[config.mk]
export PLATFORM = sky130hd
export DESIGN_NAME = alu_6bit
export DESIGN_NICKNAME = d
export VERILOG_FILES = /design/src/rtl/alu_pkg.sv /design/src/rtl/alu_datapath.sv /design/src/rtl/alu_6bit.sv
export SDC_FILE = /design/constraint.sdc
export NUM_CORES = 1
export LEC_CHECK = 0
export CAP_MARGIN = 20
export CORE_ASPECT_RATIO = 1.4
export CORE_MARGIN = 2
export CORE_UTILIZATION = 54
export DETAILED_ROUTE_END_ITERATION = 7
export PLACE_DENSITY = 0.8
export SYNTH_ARGS = -nofsm -noshare
export SYNTH_HDL_FRONTEND = slang
export SYNTH_HIERARCHICAL = 1
export SYNTH_SLANG_ARGS = --single-unit
[constraint.sdc]
create_clock -name clk -period 0.8 [get_ports clk]
set_input_delay 0.16 -clock clk [delete_from_list [all_inputs] [get_ports clk]]
set_output_delay 0.16 -clock clk [all_outputs]
set_load 0.02 [all_outputs]
[src/rtl/alu_pkg.sv]
// alu_pkg: opcode encodings and default geometry for the registered ALU.
package alu_pkg;
  localparam int DEF_WIDTH = 6;
  localparam int DEF_SHIFT = 3;
  localparam logic [3:0] OP_ZERO   = 4'b0000;
  localparam logic [3:0] OP_PASS_A = 4'b0001;
  localparam logic [3:0] OP_PASS_B = 4'b0010;
  localparam logic [3:0] OP_GE     = 4'b0011;
  localparam logic [3:0] OP_NEG_A  = 4'b0100;
  localparam logic [3:0] OP_NEG_B  = 4'b0101;
  localparam logic [3:0] OP_SHR_A  = 4'b0110;
  localparam logic [3:0] OP_SHR_B  = 4'b0111;
  localparam logic [3:0] OP_XOR    = 4'b1000;
  localparam logic [3:0] OP_NOT_A  = 4'b1001;
  localparam logic [3:0] OP_NOT_B  = 4'b1010;
  localparam logic [3:0] OP_SUB    = 4'b1011;
  localparam logic [3:0] OP_ADD    = 4'b1100;
  localparam logic [3:0] OP_ONES   = 4'b1111;
endpackage

[src/rtl/alu_datapath.sv]
// alu_datapath: combinational opcode decode and result/flag generation; ALU_FLAGS_EN adds carry/overflow outputs.
module alu_datapath
  import alu_pkg::*;
#(
  parameter int WIDTH     = DEF_WIDTH,
  parameter int SHIFT_AMT = DEF_SHIFT
) (
  input  logic [3:0]       sel_i,
  input  logic [WIDTH-1:0] a_i,
  input  logic [WIDTH-1:0] b_i,
  output logic [WIDTH-1:0] res_o
`ifdef ALU_FLAGS_EN
  ,
  output logic             c_o,
  output logic             v_o
`endif
);
  logic [WIDTH-1:0] sum;
  logic [WIDTH:0]   diff;
  assign diff = {1'b0, a_i} - {1'b0, b_i};
`ifdef ALU_FLAGS_EN
  logic c_add;
  assign {c_add, sum} = {1'b0, a_i} + {1'b0, b_i};
  assign c_o = (sel_i == OP_ADD) ? c_add : (sel_i == OP_SUB) ? diff[WIDTH] : 1'b0;
  assign v_o = (sel_i == OP_ADD) ? (a_i[WIDTH-1] == b_i[WIDTH-1]) && (sum[WIDTH-1] != a_i[WIDTH-1])
             : (sel_i == OP_SUB) ? (a_i[WIDTH-1] != b_i[WIDTH-1]) && (diff[WIDTH-1] != a_i[WIDTH-1])
             : 1'b0;
`else
  assign sum = a_i + b_i;
`endif
  always_comb begin
    res_o = '0;
    case (sel_i)
      OP_PASS_A: res_o = a_i;
      OP_PASS_B: res_o = b_i;
      OP_GE:     res_o = {{(WIDTH-1){1'b0}}, ~diff[WIDTH]};
      OP_NEG_A:  res_o = -a_i;
      OP_NEG_B:  res_o = -b_i;
      OP_SHR_A:  res_o = a_i >> SHIFT_AMT;
      OP_SHR_B:  res_o = b_i >> SHIFT_AMT;
      OP_XOR:    res_o = a_i ^ b_i;
      OP_NOT_A:  res_o = ~a_i;
      OP_NOT_B:  res_o = ~b_i;
      OP_SUB:    res_o = diff[WIDTH-1:0];
      OP_ADD:    res_o = sum;
      OP_ONES:   res_o = '1;
      default:   res_o = '0;
    endcase
  end
endmodule

[src/rtl/alu_6bit.sv]
// alu_6bit: registered ALU with async active-low reset; ALU_FLAGS_EN adds registered z/n/c/v flags.
module alu_6bit
  import alu_pkg::*;
#(
  parameter int WIDTH     = DEF_WIDTH,
  parameter int SHIFT_AMT = DEF_SHIFT
) (
  input  logic             clk,
  input  logic             rst_n,
  input  logic [3:0]       sel,
  input  logic [WIDTH-1:0] A,
  input  logic [WIDTH-1:0] B,
  output logic [WIDTH-1:0] X
`ifdef ALU_FLAGS_EN
  ,
  output logic             flag_z,
  output logic             flag_n,
  output logic             flag_c,
  output logic             flag_v
`endif
);
  logic [WIDTH-1:0] x_d, x_q;
`ifdef ALU_FLAGS_EN
  logic c_d, v_d, z_q, n_q, c_q, v_q;
`endif
  alu_datapath #(.WIDTH(WIDTH), .SHIFT_AMT(SHIFT_AMT)) u_dp (
    .sel_i (sel),
    .a_i   (A),
    .b_i   (B),
    .res_o (x_d)
`ifdef ALU_FLAGS_EN
    ,
    .c_o   (c_d),
    .v_o   (v_d)
`endif
  );
  always_ff @(posedge clk or negedge rst_n) begin
    if (!rst_n) x_q <= '0;
    else        x_q <= x_d;
  end
  assign X = x_q;
`ifdef ALU_FLAGS_EN
  always_ff @(posedge clk or negedge rst_n) begin
    if (!rst_n) begin
      z_q <= 1'b0;
      n_q <= 1'b0;
      c_q <= 1'b0;
      v_q <= 1'b0;
    end else begin
      z_q <= (x_d == '0);
      n_q <= x_d[WIDTH-1];
      c_q <= c_d;
      v_q <= v_d;
    end
  end
  assign flag_z = z_q;
  assign flag_n = n_q;
  assign flag_c = c_q;
  assign flag_v = v_q;
`endif
endmodule

==> results.yml, run 1 <==
placement:
  gp_congestion: 0.960
  port_buffers: 23
  hpwl_um: 4200
floorplanning:
  ios: 24
  die_height_um: 64.0
  row_count: 21
  die_w_um: 46.9
  initial_core_util_pct: 57.5
synth:
  synth_seq_cells: 6
  synth_area_um2: 1390
  ys_seq_area_share_pct: 10.8
  postSynthAreaPerCell_um2: 7.67
  synth.distinct_cells: 50
  yosysWarnings: 6
  syn-num-nets: 214
  synthCells: 181
clock_network:
  root_buffer: "clkbuf_4"
  cts-buffers-inserted: 3
  clock_tree.buffer_depth: 2
  cts_setup_buffers: 13
  cts_hold_buf: 0
  clock_sinks: 6
  h-tree-depth: 1
  cts_resized: 135
run_status:
  status: "did not finish"
  first-error: "[ERROR DPL-0038] Utilization greater than 100%, impossible to legalize"
  lastStage: "clock tree synthesis"
cells by family after synthesis:
family          share of synthesized area, %
simple gates                            24.4
compound gates                          27.1
buf+inv                                 7.75
xor+xnor                                10.1
fa+ha+maj                               14.6
mux                                     5.23
flops                                   10.8
synthesized netlist by cell type, drive strengths merged:
master / n / share of area [%]
xnor2: 9 / 5.7
nand4: 1 / 0.45
o21ai: 9 / 3.2
nand2: 17 / 4.6
o32ai: 2 / 1.3
o221a: 1 / 0.81
a21o: 1 / 0.54
nand3: 5 / 1.8
xor2: 7 / 4.4
nor3b: 4 / 2.5
and3: 2 / 0.90
a2bb2oi: 2 / 1.3
o221ai: 1 / 0.63
nor2: 10 / 3.1
a32oi: 2 / 1.3
a221oi: 4 / 3.0
a211oi: 2 / 1.1
nor3: 4 / 1.8
o211ai: 2 / 1.1
o2111ai: 2 / 1.3
nor2b: 7 / 3.2
a211o: 1 / 0.63
o21a: 2 / 1.1
a22o: 3 / 1.9
mux2i: 5 / 3.6
mux2: 2 / 1.6
o2bb2ai: 1 / 0.63
nor4b: 1 / 0.63
a21oi: 8 / 2.9
nand2b: 8 / 3.6
o22ai: 3 / 1.4
and2: 1 / 0.45
dfrtp: 6 / 11
ha: 13 / 12
a32o: 2 / 1.4
or3: 2 / 0.90
and2b: 1 / 0.54
o21bai: 1 / 0.54
a221o: 1 / 0.72
buf: 8 / 3.7
fa: 2 / 2.9
inv: 15 / 4.1
o31ai: 1 / 0.54
metrics by stage:
| step | std cells | instance area, um2 | hold slack, ps | TNS [ps] | setup slack, ps |
|---|---|---|---|---|---|
| 2_1_floorplan | 181 | 1500 | -136 | -3820 | -878 |
| 3_5_place_dp | 290 | 2190 | 440 | -10740 | -1640 |
| 3_3_place_gp | 290 | 2190 | 428 | -10260 | -1600 |
==> inputs of run 2 (changes only) <==
--- a/config.mk
+++ b/config.mk
@@ -6,11 +6,10 @@
 export NUM_CORES = 1
 export LEC_CHECK = 0
 export CAP_MARGIN = 20
-export CORE_ASPECT_RATIO = 1.4
-export CORE_MARGIN = 2
-export CORE_UTILIZATION = 54
+export CORE_AREA = 2 2 63 65
 export DETAILED_ROUTE_END_ITERATION = 7
-export PLACE_DENSITY = 0.8
+export DIE_AREA = 0 0 65 67
+export PLACE_DENSITY_LB_ADDON = 0.15
 export SYNTH_ARGS = -nofsm -noshare
 export SYNTH_HDL_FRONTEND = slang
 export SYNTH_HIERARCHICAL = 1
==> run 2 against run 1 <==
The flow now finishes, with violations (setup timing). Synthesized area unchanged. Synthesized cell count unchanged.
==> results.yml, run 2 <==
setup_path:
  endpoint_kind: "flop"
  cp_cell_sequence: "buf_2 -> buf_4 -> ha_1 -> nor2_1 -> a221o_1 -> mux2i_1 -> o21a_1 -> or3_1"
  worstSetupPathType: "input pin to flop"
  critPathMaxStageDelay_ps: 360
  required_ps: 900
  crit_arrival_ps: 1710
  worstSetupStartpointType: "input pin"
  crit_path_top_delay_cell: "a221o_1"
  cp_max_fo: 3
routing:
  avgRoutedWirePerCell_um: 16.2
  drt-total-wl_um: 5290
  drt_pass1_iterations: 4
  drc: 0
  via_count: 1765
  postRouteAntennaNets: 0
  vias_per_cell: 5.40
  initialDrtViolationCount: 160
global_routing:
  first_global_vias: 1815
  overflow: 0
  grt.busiest_layer: "met2"
  grt_use_met3_pct: 2.36
  grt_max_degree: 11
  track_usage_pct: 26.5
  grtUsageMet2_pct: 48.1
  antenna_found_initial: 0
  grt_pass1_wl_um: 8790
  grt_util_met1_pct: 31.3
synth:
  ys_seq_area_share_pct: 10.8
  yosys.area.top_type_share_pct: 11.7
  synth-main-ff-cell: "dfrtp_1"
  synth_edf_count: 0
  syn-num-nets: 214
  synth.distinct_cells: 50
  synth_seq_cells: 6
  yosysTopAreaCell: "ha_1"
  postSynthAreaPerCell_um2: 7.67
  ys_async_sr_fraction_pct: 100
  yosysWarnings: 6
  synth_area_um2: 1390
  post-synth-top-count-cell: "nand2_1"
  ys_top_cells_by_count: "nand2_1 (17), inv_1 (15), ha_1 (13)"
  synthCells: 181
  synthTopCellsByArea: "ha_1 (12%), dfrtp_1 (11%), xnor2_1 (5.7%)"
run_status:
  violations: "setup timing"
  status: "finished, violations left"
layout:
  largest_reg_flops: 6
  fin_area_um2: 2510
  area_growth_pct: 80.5
  final_nets: 314
  drive_above_1_share_pct: 48.7
  antenna_cells: 0
  final_cell_mix: "buf_4 (73), nand2_1 (16), buf_6 (11)"
  final_common_cell: "buf_4"
  num-fill-cells: 280
floorplanning:
  ios: 24
  initial_core_util_pct: 38.5
  core_area_um2: 3610
  die_w_um: 65
  die_height_um: 67
  die_area_um2: 4360
  row_count: 22
clock_network:
  cts_hold_buf: 0
  cts-buffers-inserted: 3
  cts_tree: "done"
  h-tree-depth: 1
  clock_sinks: 6
  root_buffer: "clkbuf_8"
  path_clk_slew_ps: 40
  clock_tree.buffer_depth: 2
power:
  irDropWorstVdd_uv: 412
  power_mw: 2.33
  powerDensity_nw_per_um2: 930
  leakagePower_nw: 1.16
sta:
  tightestPinTransition_ps: 349
  timing_hold_violations_final: 0
  rsz0062_at_grt: "true"
  setup_violations: 12
  period_needed_ps: 1610
  maxSlewHeadroom_pct: 76.7
  fin_crit_sh_pct: 201
  layout_setup_ws_ps: -810
  finalMaxSlewViolations: 0
  fmax_mhz: 621
placement:
  hpwl_um: 3960
  port_buffers: 23
  gp_congestion: 0.917
  postPlaceCellArea_um2: 2220
  post-place-ws_ps: -1660
flow_run:
  max_cap_violations: 0
hold_path:
  hold_class: "input pin to asynchronous set/reset pin"
-- run 2: cell counts after synthesis --
No cell type changed its count.
-- run 2: worst paths after layout --
kind                        from   end  depth (start not counted)
worst max-delay path        A[1]  X[5]                          8
worst min-delay path       rst_n  X[1]                          1
max in group asynchronous  rst_n  X[3]                          1
min in group clk            B[2]  X[2]                          6
-- run 2: kinds of logic after synthesis --
family | count (synthesis) | synth area share [%]
AND/OR/NAND/NOR | 63 | 24.4
AO/OA/AOI/OAI | 51 | 27.1
buffers and inverters | 23 | 7.75
XOR/XNOR | 16 | 10.1
adder cells (fa/ha/maj) | 15 | 14.6
multiplexers | 7 | 5.23
flip-flops | 6 | 10.8
-- run 2: through the flow --
step           utilization [%]  TNS [ps]  hold slack (ps)  std cells
2_1_floorplan                -     -3820             -136        181
6_report                  69.5     -4910              194        327
3_5_place_dp              61.7    -10630              438        306
5_1_grt                   69.5     -5400              219        327
4_1_cts                   69.2     -4870              203        327
3_3_place_gp              61.7    -10360              429        306
-- run 2: area by class of cell --
| class | count | area, um2 | area share [%] |
|---|---|---|---|
| inverters | 15 | 90.1 | 3.59 |
| repair buffers | 103 | 866 | 34.5 |
| well taps | 48 | 60.1 | 2.40 |
| multi-input cells | 152 | 1300 | 51.8 |
| flip-flops and latches | 6 | 150 | 5.99 |
| clock buffers | 3 | 41.3 | 1.65 |
-- run 2: critical path: cells and delay by family --
kind | cells | cell delay (ps)
buffers and inverters | 2 | 280
adder cells (fa/ha/maj) | 1 | 180
AO/OA/AOI/OAI | 2 | 530
multiplexers | 1 | 140
AND/OR/NAND/NOR | 2 | 410
-- run 2: report_power, final --
group | internal [mW] | switching (mW) | total (mW)
Sequential | 0.351 | 0.0210 | 0.372
Combinational | 0.798 | 0.697 | 1.49
Clock | 0.324 | 0.141 | 0.465
-- run 2: metal layers --
metal | share of wire [%] | wire length (um) | vias up
met3 | 5.8 | 307 | 15
met1 | 41 | 2160 | 816
met2 | 50 | 2640 | 79
met5 | 0 | 0 | -
li1 | - | - | 855
met4 | 3.4 | 182 | 0
-- run 2: repair_timing --
action,4_1_cts,5_1_grt
endpoints found under the setup margin,12,12
gates resized for setup,118,3
setup buffers,18,0
gates cloned,0,0
pin swaps,23,5
Note: power is estimated with default switching activity, not from simulation.
